===== src/rtl/tv80_bus_pkg.sv =====
// Shared definitions for the TV80 external-bus responder: FSM encoding and
// the default data bytes driven onto the CPU data bus.
package tv80_bus_pkg;

    typedef enum logic [1:0] {
        ST_IDLE  = 2'd0,
        ST_REQ   = 2'd1,
        ST_HOLD  = 2'd2,
        ST_ABORT = 2'd3
    } state_t;

    localparam logic [7:0] RST38_VECTOR  = 8'hFF;
    localparam logic [7:0] BUS_IDLE_DATA = 8'hFF;

endpackage


===== src/rtl/z80_bus_target.sv =====
// Converts Z80-style memory/IO strobe cycles into single req/ack transactions
// on a synchronous back-end, stretching the CPU with wait_n until completion.
module z80_bus_target
    import tv80_bus_pkg::*;
#(
    parameter logic [7:0] INT_VECTOR = RST38_VECTOR,
    parameter int         TIMEOUT    = 0,
    parameter logic [7:0] TO_DATA    = BUS_IDLE_DATA
) (
    input  logic        clk,
    input  logic        reset_n,
    input  logic [15:0] A,
    input  logic [7:0]  cpu_dout,
    input  logic        mreq_n,
    input  logic        iorq_n,
    input  logic        rd_n,
    input  logic        wr_n,
    input  logic        m1_n,
    input  logic        rfsh_n,
    output logic        wait_n,
    output logic [7:0]  di,
    output logic        bus_req,
    output logic        bus_we,
    output logic        bus_io,
    output logic [15:0] bus_addr,
    output logic [7:0]  bus_wdata,
    input  logic        bus_ack,
    input  logic [7:0]  bus_rdata,
    output logic        bus_err
);

    localparam int CNT_W = (TIMEOUT > 1) ? $clog2(TIMEOUT) : 1;
    localparam logic [CNT_W-1:0] CNT_LAST = CNT_W'((TIMEOUT > 0) ? TIMEOUT - 1 : 0);

    state_t           state;
    state_t           state_next;
    logic [CNT_W-1:0] cnt;
    logic             mem_cyc;
    logic             io_cyc;
    logic             intack;
    logic             active;
    logic             timeout_hit;
    logic             done;

    // Refresh cycles (rfsh_n low) and intack (m1_n low with iorq_n) never reach the back-end.
    assign mem_cyc     = ~mreq_n & rfsh_n & (~rd_n | ~wr_n);
    assign io_cyc      = ~iorq_n & m1_n & (~rd_n | ~wr_n);
    assign intack      = ~iorq_n & ~m1_n;
    assign active      = mem_cyc | io_cyc;
    assign timeout_hit = (TIMEOUT != 0) && (cnt == CNT_LAST);
    assign done        = bus_ack | timeout_hit;

    always_ff @(posedge clk or negedge reset_n) begin
        if (!reset_n) begin
            state <= ST_IDLE;
        end else begin
            state <= state_next;
        end
    end

    always_comb begin
        state_next = state;
        case (state)
            ST_IDLE:  if (active) state_next = ST_REQ;
            ST_REQ: begin
                if (done)         state_next = ST_HOLD;
                else if (!active) state_next = ST_ABORT;
            end
            ST_ABORT: if (done) state_next = ST_IDLE;
            ST_HOLD:  if (!active) state_next = ST_IDLE;
            default:  state_next = ST_IDLE;
        endcase
    end

    // Gated by reset_n so an asynchronous reset releases the CPU even mid-strobe.
    always_comb begin
        wait_n = 1'b1;
        if (reset_n && active && (state == ST_IDLE || state == ST_REQ || state == ST_ABORT))
            wait_n = 1'b0;
    end

    always_ff @(posedge clk or negedge reset_n) begin
        if (!reset_n) begin
            cnt <= '0;
        end else if (state == ST_IDLE) begin
            cnt <= '0;
        end else if ((state == ST_REQ || state == ST_ABORT) && TIMEOUT != 0 && cnt != '1) begin
            cnt <= cnt + 1'b1;
        end
    end

    always_ff @(posedge clk or negedge reset_n) begin
        if (!reset_n) begin
            di        <= 8'h00;
            bus_req   <= 1'b0;
            bus_we    <= 1'b0;
            bus_io    <= 1'b0;
            bus_addr  <= 16'h0000;
            bus_wdata <= 8'h00;
            bus_err   <= 1'b0;
        end else begin
            bus_err <= 1'b0;
            case (state)
                ST_IDLE: begin
                    if (active) begin
                        bus_addr  <= A;
                        bus_we    <= ~wr_n;
                        bus_io    <= io_cyc;
                        bus_wdata <= cpu_dout;
                        bus_req   <= 1'b1;
                    end else if (intack) begin
                        di <= INT_VECTOR;
                    end
                end
                ST_REQ: begin
                    // Ack has priority over a coincident watchdog expiry.
                    if (bus_ack) begin
                        bus_req <= 1'b0;
                        if (!bus_we) di <= bus_rdata;
                    end else if (timeout_hit) begin
                        bus_req <= 1'b0;
                        bus_err <= 1'b1;
                        if (!bus_we) di <= TO_DATA;
                    end
                end
                ST_ABORT: begin
                    if (bus_ack) begin
                        bus_req <= 1'b0;
                    end else if (timeout_hit) begin
                        bus_req <= 1'b0;
                        bus_err <= 1'b1;
                    end
                end
                default: ;
            endcase
        end
    end

endmodule


===== config.mk =====
export PLATFORM = sky130hd
export DESIGN_NAME = z80_bus_target
export DESIGN_NICKNAME = d
export VERILOG_FILES = /design/src/rtl/tv80_bus_pkg.sv /design/src/rtl/z80_bus_target.sv
export SDC_FILE = /design/constraint.sdc
export NUM_CORES = 1
export LEC_CHECK = 0
export CAP_MARGIN = 10
export CORE_MARGIN = 1.5
export CORE_UTILIZATION = 40
export DETAILED_ROUTE_END_ITERATION = 10
export PLACE_DENSITY = 0.79
export SETUP_SLACK_MARGIN = 0.3
export SYNTH_ARGS = -nofsm -noshare
export SYNTH_HDL_FRONTEND = slang
export SYNTH_SLANG_ARGS = --single-unit

===== constraint.sdc =====
create_clock -name clk -period 1.7 [get_ports clk]
set_input_delay 0.255 -clock clk [delete_from_list [all_inputs] [get_ports clk]]
set_output_delay 0.255 -clock clk [all_outputs]
set_load 0.05 [all_outputs]

# Word-level counts from Yosys, hierarchy flattened

Cells that the tools add are included.

Input port bits: 41
Bits in writable memories: 0
Output and inout bits: 37
Latch bits: 0
Memories kept: 0
Bits in read-only memories: 0
Bits in registers: 37

Equal/unequal tests: 12
Order comparisons: 0
Reduce and logical (&&, ||, !) cells: 12
Bitwise operators: 12
Shift-type cells: 0
Muxes and demuxes: 15
Multiply operators: 0
Add/subtract/negate cells: 0
Div/mod/pow operators: 0

Operators with widths:

| kind                                                   | number |
|---|---|
| two-way mux 8 bit                                      | 4 |
| one-hot mux 8 bit (2 select lines)                     | 1 |
| inequality test 2 bit (second input constant)          | 7 |
| two-way mux 2 bit                                      | 5 |
| one-hot mux 2 bit (4 select lines)                     | 1 |
| AND 1 bit                                              | 5 |
| NOT 1 bit                                              | 5 |
| AND reduction 5 bit                                    | 1 |
| equality test 2 bit (second input constant)            | 2 |
| AND reduction 4 bit                                    | 1 |
| nonzero test 2 bit                                     | 2 |
| two-way mux 1 bit                                      | 3 |
| inequality test 3 bit (second input constant)          | 1 |
| AND reduction 3 bit                                    | 1 |
| equality test 2 x 1 -> 1 bit (second input constant)   | 1 |
| logical AND 1 bit                                      | 2 |
| zero test 2 bit                                        | 1 |
| logical OR 1 bit                                       | 2 |
| inequality test 2 x 1 -> 1 bit (second input constant) | 1 |
| bitwise OR 1 bit                                       | 2 |
| one-hot mux 1 bit (2 select lines)                     | 1 |
| AND reduction 2 bit                                    | 1 |
| OR reduction 2 bit                                     | 1 |

# Depth between registers and ports, before layout

Depth in word-level cells: 7
Gate-level depth with buffers: 4

# Worst setup path after synthesis

Ideal clock, no wire load.

Kind: reg-to-reg
From: register bus_we
To: register di[7]
Required time: 1557 ps
Stages on the path, launching flop included: 4
Setup time: 143 ps
Path slack: 93 ps
Clock period less this slack: 1607 ps
Arrival time: 1463 ps
Cells stage by stage: dfrtp_1 > or4b_2 > o21ai_0 > a22oi_1

Longest elaborated chain between the ends: 2

RTL lines:

| what                                   | line                  | source |
|---|---|---|
| start, declared                        | z80_bus_target.sv:23  | `output logic bus_we,` |
| start signal, assigned                 | z80_bus_target.sv:107 | `bus_we <= ~wr_n;` |
| inequality test 2 bit (no source line) | -                     |  |
| AND reduction 5 bit (no source line)   | -                     |  |
| end signal, assigned                   | z80_bus_target.sv:119 | `if (!bus_we) di <= bus_rdata;` |
| end, declared                          | z80_bus_target.sv:21  | `output logic [7:0] di,` |

Every way passes these cells.
A chain may end at the register's enable or synchronous reset.

# Worst setup path after layout

From: register state[1]
To: register di[6]

Longest elaborated chain between the ends: 3
Elaborated cells on any way between the ends: 9
Classes of those cells: eq/ne (5); mux (1); reduce/logical (3)

RTL lines:

| what                                                                                | line                  | source |
|---|---|---|
| start, declared                                                                     | z80_bus_target.sv:35  | `state_t state;` |
| start signal, assigned                                                              | z80_bus_target.sv:57  | `state <= state_next;` |
| equality test 2 x 1 -> 1 bit / zero test 2 bit (equally long branches)              | z80_bus_target.sv:103 | `case (state)` |
| inequality test 2 bit (no source line) / nonzero test 2 bit (equally long branches) | -                     |  |
| AND reduction 5 bit (no source line)                                                | -                     |  |

Parallel ways exist; a longest one is shown, timed or not.

==> flow_summary.json <==
{
  "io_pins": 78,
  "grt_pass1_vias": 1370,
  "ys_seq_area_share_pct": 56.5,
  "cts.clk_slew.worst_paths_ps": 70,
  "worstHoldPathType": "in -> async",
  "ys_types": 28,
  "end_kind": "register",
  "antenna_found_initial": 0,
  "worstSkewPairLatency_ps": 280,
  "placedCellCount": 253,
  "nNetsFinal": 261,
  "overflow": 0,
  "crit_required_ps": 1850,
  "hold_viol": 0,
  "finish.utilization_pct": 67.4,
  "intPower_mw": 2.93,
  "layout-drive-gt1-share_pct": 48.4,
  "synth_top_flop_cell": "dfrtp_1",
  "cts_buffers": 5,
  "syn_area_sq_mm": 0.00164,
  "area_growth_pct": 63.4,
  "postSynth.asyncResetShare_pct": 100,
  "fin_ws_ps": 251,
  "timing.fmax_mhz": 690,
  "drtIter0Drc": 69,
  "status": "finished clean",
  "syn_inst": 123,
  "p_clk_share_pct": 14.0,
  "wl_per_cell_um": 14.4,
  "clk_root_buffer_cell": "clkbuf_8",
  "fillers": 297,
  "synth_nets": 164,
  "dp_slack_ps": -108,
  "yosysTopAreaCell": "dfrtp_1",
  "htreeDepth": 2,
  "num_vias": 1356,
  "grt_start_max_net_pins": 38,
  "synth_top_cells_by_area": "dfrtp_1 57%, mux2_2 16%, a22oi_1 4.1%",
  "leakagePower_nw": 1.20,
  "gp_congestion": 0.761,
  "drc": 0,
  "switching_share_pct": 46.3,
  "vias_per_cell": 5.00,
  "worst_hold_slack_ps": 49.4,
  "start_util_pct": 41.2,
  "synth-seq-cells": 37,
  "power_density_mw_per_mm2": 2040,
  "hpwl_mm": 2.85,
  "vdd_ir_drop_max_mv": 1.52,
  "final_cell_count_no_fill": 271,
  "pwr-share-comb_pct": 57.2,
  "finalCritPeriodShare_pct": 85.2,
  "first_pass_iters": 4,
  "finalSetupViolCount": 0,
  "critPathArrivalTime_ps": 1590,
  "cts_tree": "built",
  "p_sw_mw": 2.53,
  "avgSynthCellArea_sq_um": 13.3,
  "synth_warnings": 0,
  "rsz0062_at_grt": "yes",
  "tns_ps": 0,
  "synth_top_area_share_pct": 56.5,
  "numPortBuffers": 76,
  "cts.sinks": 37,
  "wl_mm": 3.90,
  "core_area_sq_mm": 0.00397,
  "synth_edf_count": 0,
  "drt.antenna.violating_nets": 0,
  "seqPwrFrac_pct": 28.8,
  "fp.dieH_um": 67.0,
  "die_x_um": 67.0,
  "die_area_sq_mm": 0.00449,
  "drv_cap": 0,
  "num_antenna_cells": 0,
  "fin_crit_ps": 1450,
  "cp-start-kind": "register",
  "critPathMaxFanout": 6,
  "cts_buffer_depth": 2,
  "rows": 23,
  "skew_ps": 4.03,
  "grtUsageTotal_pct": 18.1,
  "slew_viol_final": 0,
  "grt_pass1_wl_mm": 6.06,
  "worstSetupPathType": "reg -> reg"
}
==> stage by stage <==
step	area (sq um)	total power, mW
after floorplan	1650	3.56
after global placement	2440	4.46
after detailed placement	2440	4.54
after CTS	2670	5.47
after global routing	2680	5.71
final	2680	5.46
==> power groups by stage <==
stage | Combinational [mW] | Clock (mW) | Sequential (mW)
after global placement | 2.90 | 0 | 1.57
after CTS | 3.12 | 0.777 | 1.57
after global routing | 3.27 | 0.815 | 1.63
after detailed placement | 2.95 | 0 | 1.59
after floorplan | 0.694 | 0 | 2.86
final | 3.13 | 0.762 | 1.58
==> worst max-delay path, cell delays in order, from the launching register on <==
cell and delay, ps:
dfrtp_2 450, buf_12 150, or4b_1 500, o21ai_1 100, a22oi_1 110
==> synthesized netlist by cell type, types with 2 or more instances <==
| library cell | n |
|---|---|
| dfrtp_1 | 37 |
| mux2_2 | 23 |
| a22oi_1 | 9 |
| nor2_1 | 9 |
| o21ai_0 | 9 |
| or4b_1 | 6 |
| inv_1 | 3 |
| buf_2 | 2 |
| buf_8 | 2 |
| nand2_1 | 2 |
| nor2b_1 | 2 |
| nor2b_4 | 2 |
| or4b_2 | 2 |
==> area by class of cell <==
type | instances | area [sq um] | area share, %
sequential | 37 | 928 | 34.7
timing repair buffer | 97 | 875 | 32.7
clock inverter | 1 | 30.0 | 1.12
inverter | 3 | 11.3 | 0.421
clock buffer | 7 | 86.3 | 3.23
multi-input combinational | 76 | 683 | 25.5
tap | 50 | 62.6 | 2.34
==> what timing repair did <==
action,4_1_cts,5_1_grt
resized for setup,25,6
hold buffers,0,0
pin swaps,10,3
setup endpoints to repair,36,35
setup buffers,10,0
==> state kept, by name (all words and copies together) (netlist names) <==
name	cells
bus_addr	16
bus_wdata	8
di	8
state	2
bus_io	1
bus_req	1
bus_we	1
==> cells in the final DEF (no fill, tap or decap), drive strengths merged <==
cell,instances
dlygate4sd2,4
nor2b,4
nor2,10
mux2i,1
o211ai,2
a22oi,9
a221oi,1
nand2,2
clkdlybuf4s15,2
clkbuf,8
bufinv,1
o21a,1
dfrtp,37
o21ai,9
a2111o,1
mux2,24
conb,1
clkdlybuf4s50,32
inv,3
buf,58
or4b,8
a32o,1
and3,1
nand3,1
==> cell families after synthesis <==
logic type,after synthesis,synth area share [%]
simple gates,26,10.9
other cells,1,0.229
compound gates,24,10.9
mux,25,17.3
buf+inv,10,4.05
flops,37,56.5
==> per-layer routing <==
metal / wire (um) / share of wire, % / GRT usage, % / vias up
met5: 0 / 0 / 0 / -
met4: 27 / 0.69 / 5.36 / 0
met3: 250 / 6.4 / 3.04 / 2
met2: 2030 / 52 / 32.1 / 62
met1: 1580 / 41 / 22.6 / 655
li1: - / - / - / 637
==> final timing paths <==
check,startpoint,end,slack (ps),cells after the start
max,state[1],di[6],250,4
max in group asynchronous,reset_n,bus_we,1320,2
min,reset_n,di[4],50,2
min reg2reg,bus_io,bus_io,510,1
min in group clk,wr_n,bus_we,310,2
max reg2reg,state[1],di[6],250,4
(Power assumes the default switching activity.)
==> edit: new RTL, same settings <==
Re-encode `state_t` (4 states) as one-hot, 4 bits wide.
--- a/src/rtl/tv80_bus_pkg.sv
+++ b/src/rtl/tv80_bus_pkg.sv
@@ -2,11 +2,11 @@
 // the default data bytes driven onto the CPU data bus.
 package tv80_bus_pkg;
 
-    typedef enum logic [1:0] {
-        ST_IDLE  = 2'd0,
-        ST_REQ   = 2'd1,
-        ST_HOLD  = 2'd2,
-        ST_ABORT = 2'd3
+    typedef enum logic [3:0] {
+        ST_IDLE  = 4'b0001,
+        ST_REQ   = 4'b0010,
+        ST_HOLD  = 4'b0100,
+        ST_ABORT = 4'b1000
     } state_t;
 
     localparam logic [7:0] RST38_VECTOR  = 8'hFF;
Check against the original RTL: no difference found for any inputs over 10 cycles, from zero or initial values and one cycle with reset_n low; not proved beyond that.
==> edit against the unedited design <==
  * The run now ends with setup timing left
  * Sequential cell count grew 2
  * Power decreased by 19%
  * Cell count rose by 4.8%
  * Combinational power decreased by 24%
  * Synthesized area rose by 2.1%
  * First-iteration DRC count fell by 61%
  * Synthesized cell count is 11% higher
  * Hold slack lost 22 ps
  * Routed wire length up 4.8%
  * Design area decreased by 0.70%
  * Worst setup slack lost 610 ps
  * Die area increased by 2.0%
  * Non-clock buffer count is 1 higher
==> edit: results (changes against the unedited design) <==
[metrics] Crit Reg-Reg Startpoint: state[0]$_DFFE_PN1P_
[metrics] R2R depth: 6 (+2)
[metrics] endpoint arrival time on the critical path: 1800 ps (+210 ps)
[metrics] synthesized-area fraction occupied by ao, oa, aoi and oai cells: 0.0927 (-0.0165)
[metrics] Critical Setup Path Class: register to output pin
[metrics] detailed-placement wirelength estimate: 3140 um (+10%)
[metrics] routing usage on met2: 0.339 (+0.0182)
[metrics] mean number of vias per cell: 4.85 (-3.1%)
[metrics] insertion delay to the later sink of the worst-skew pair: 300 ps (+20 ps)
[metrics] Routed met3 length: 311 um (+24%)
[metrics] fraction of met3 tracks used by global routing: 0.0633 (+0.0329)
[metrics] synth top area cells: dfrtp_1 57%, mux2_2 16%, nor2_1 4.0%
[metrics] leading cell types by count after synthesis: 38 x dfrtp_1, 24 x mux2_2, 18 x nor2_1
[metrics] via count of the first global-routing pass: 1426 (+4.1%)
[metrics] Hold WS: 27.8 ps (-21.7 ps)
[metrics] final setup fails: 33 (+33)
[metrics] endpoint of the lowest-slack register-to-register path: di[4]$_DFFE_PN0P_
[metrics] Avg WL per Cell: 14.4 um (about the same)
[metrics] sum of negative setup slack: -2670 ps (-2670 ps)
[metrics] smallest setup slack after layout: -358 ps (-610 ps)
[metrics] non-filler instance count after layout: 284 (+4.8%)
[metrics] proportion of synthesized area in mux cells: 0.162 (-0.0119)
[metrics] Setup WS pre-CTS: -338 ps (-230 ps)
[metrics] crit-path max FO: 5 (-1)
[metrics] Static Leakage: 1.16 nW (-2.9%)
[metrics] pin count of the biggest net entering global routing: 40 (+5.3%)
[metrics] VDD IR max: 1.19 mV (-21%)
[metrics] wire length of the first global-routing pass: 6220 um (+2.6%)
[metrics] starting DRC count in detailed routing: 27 (-61%)
[metrics] number of different library cells in the post-synthesis netlist: 31 (+11%)
[metrics] routability congestion estimate: 0.871 (+14%)
[metrics] aggregate global-route resource usage: 0.189 (+0.00718)
[metrics] clk_skew: 3.03 ps (-0.998 ps)
[metrics] failing checks: setup timing
[metrics] portion of the post-synthesis area used by sequential elements: 0.584 (+0.0188)
[metrics] critical path endpoint: wait_n
[metrics] WL met2: 2210 um (+8.7%)
[metrics] nets in the synthesized netlist: 178 (+8.5%)
[metrics] placed cell areas: 0.00252 mm^2 (+3.3%)
[metrics] run status: finished with violations
-- edit: critical path: stages (launching register included) --
cell and delay [ps]:
dfstp_2 580, nand2b_4 70, a21oi_2 130, a21oi_2 40, or4b_4 520, buf_8 170
-- edit: repair_timing --
action | CTS | global route
gates resized for setup | 1 | 6
pin swaps | 1 | 0
setup endpoints to repair | 37 | 38
setup buffers | 2 | 0
gates cloned | 0 | 0
-- edit: where the power goes --
| part | total [mW] | switching (mW) | internal [mW] |
|---|---|---|---|
| registers | 1.44 | 0.184 | 1.25 |
| clock network | 0.607 | 0.321 | 0.286 |
| logic | 2.39 | 1.53 | 0.859 |
| total | 4.43 | 2.03 | 2.40 |
-- edit: area by class of cell --
| type | instances | area (um^2) |
|---|---|---|
| fill | 307 | 1340 |
| sequential | 39 | 978 |
| timing repair buffer | 98 | 851 |
| multi-input combinational | 87 | 673 |
| clock buffer | 6 | 72.6 |
| tap | 50 | 62.6 |
| clock inverter | 2 | 12.5 |
| inverter | 2 | 7.51 |
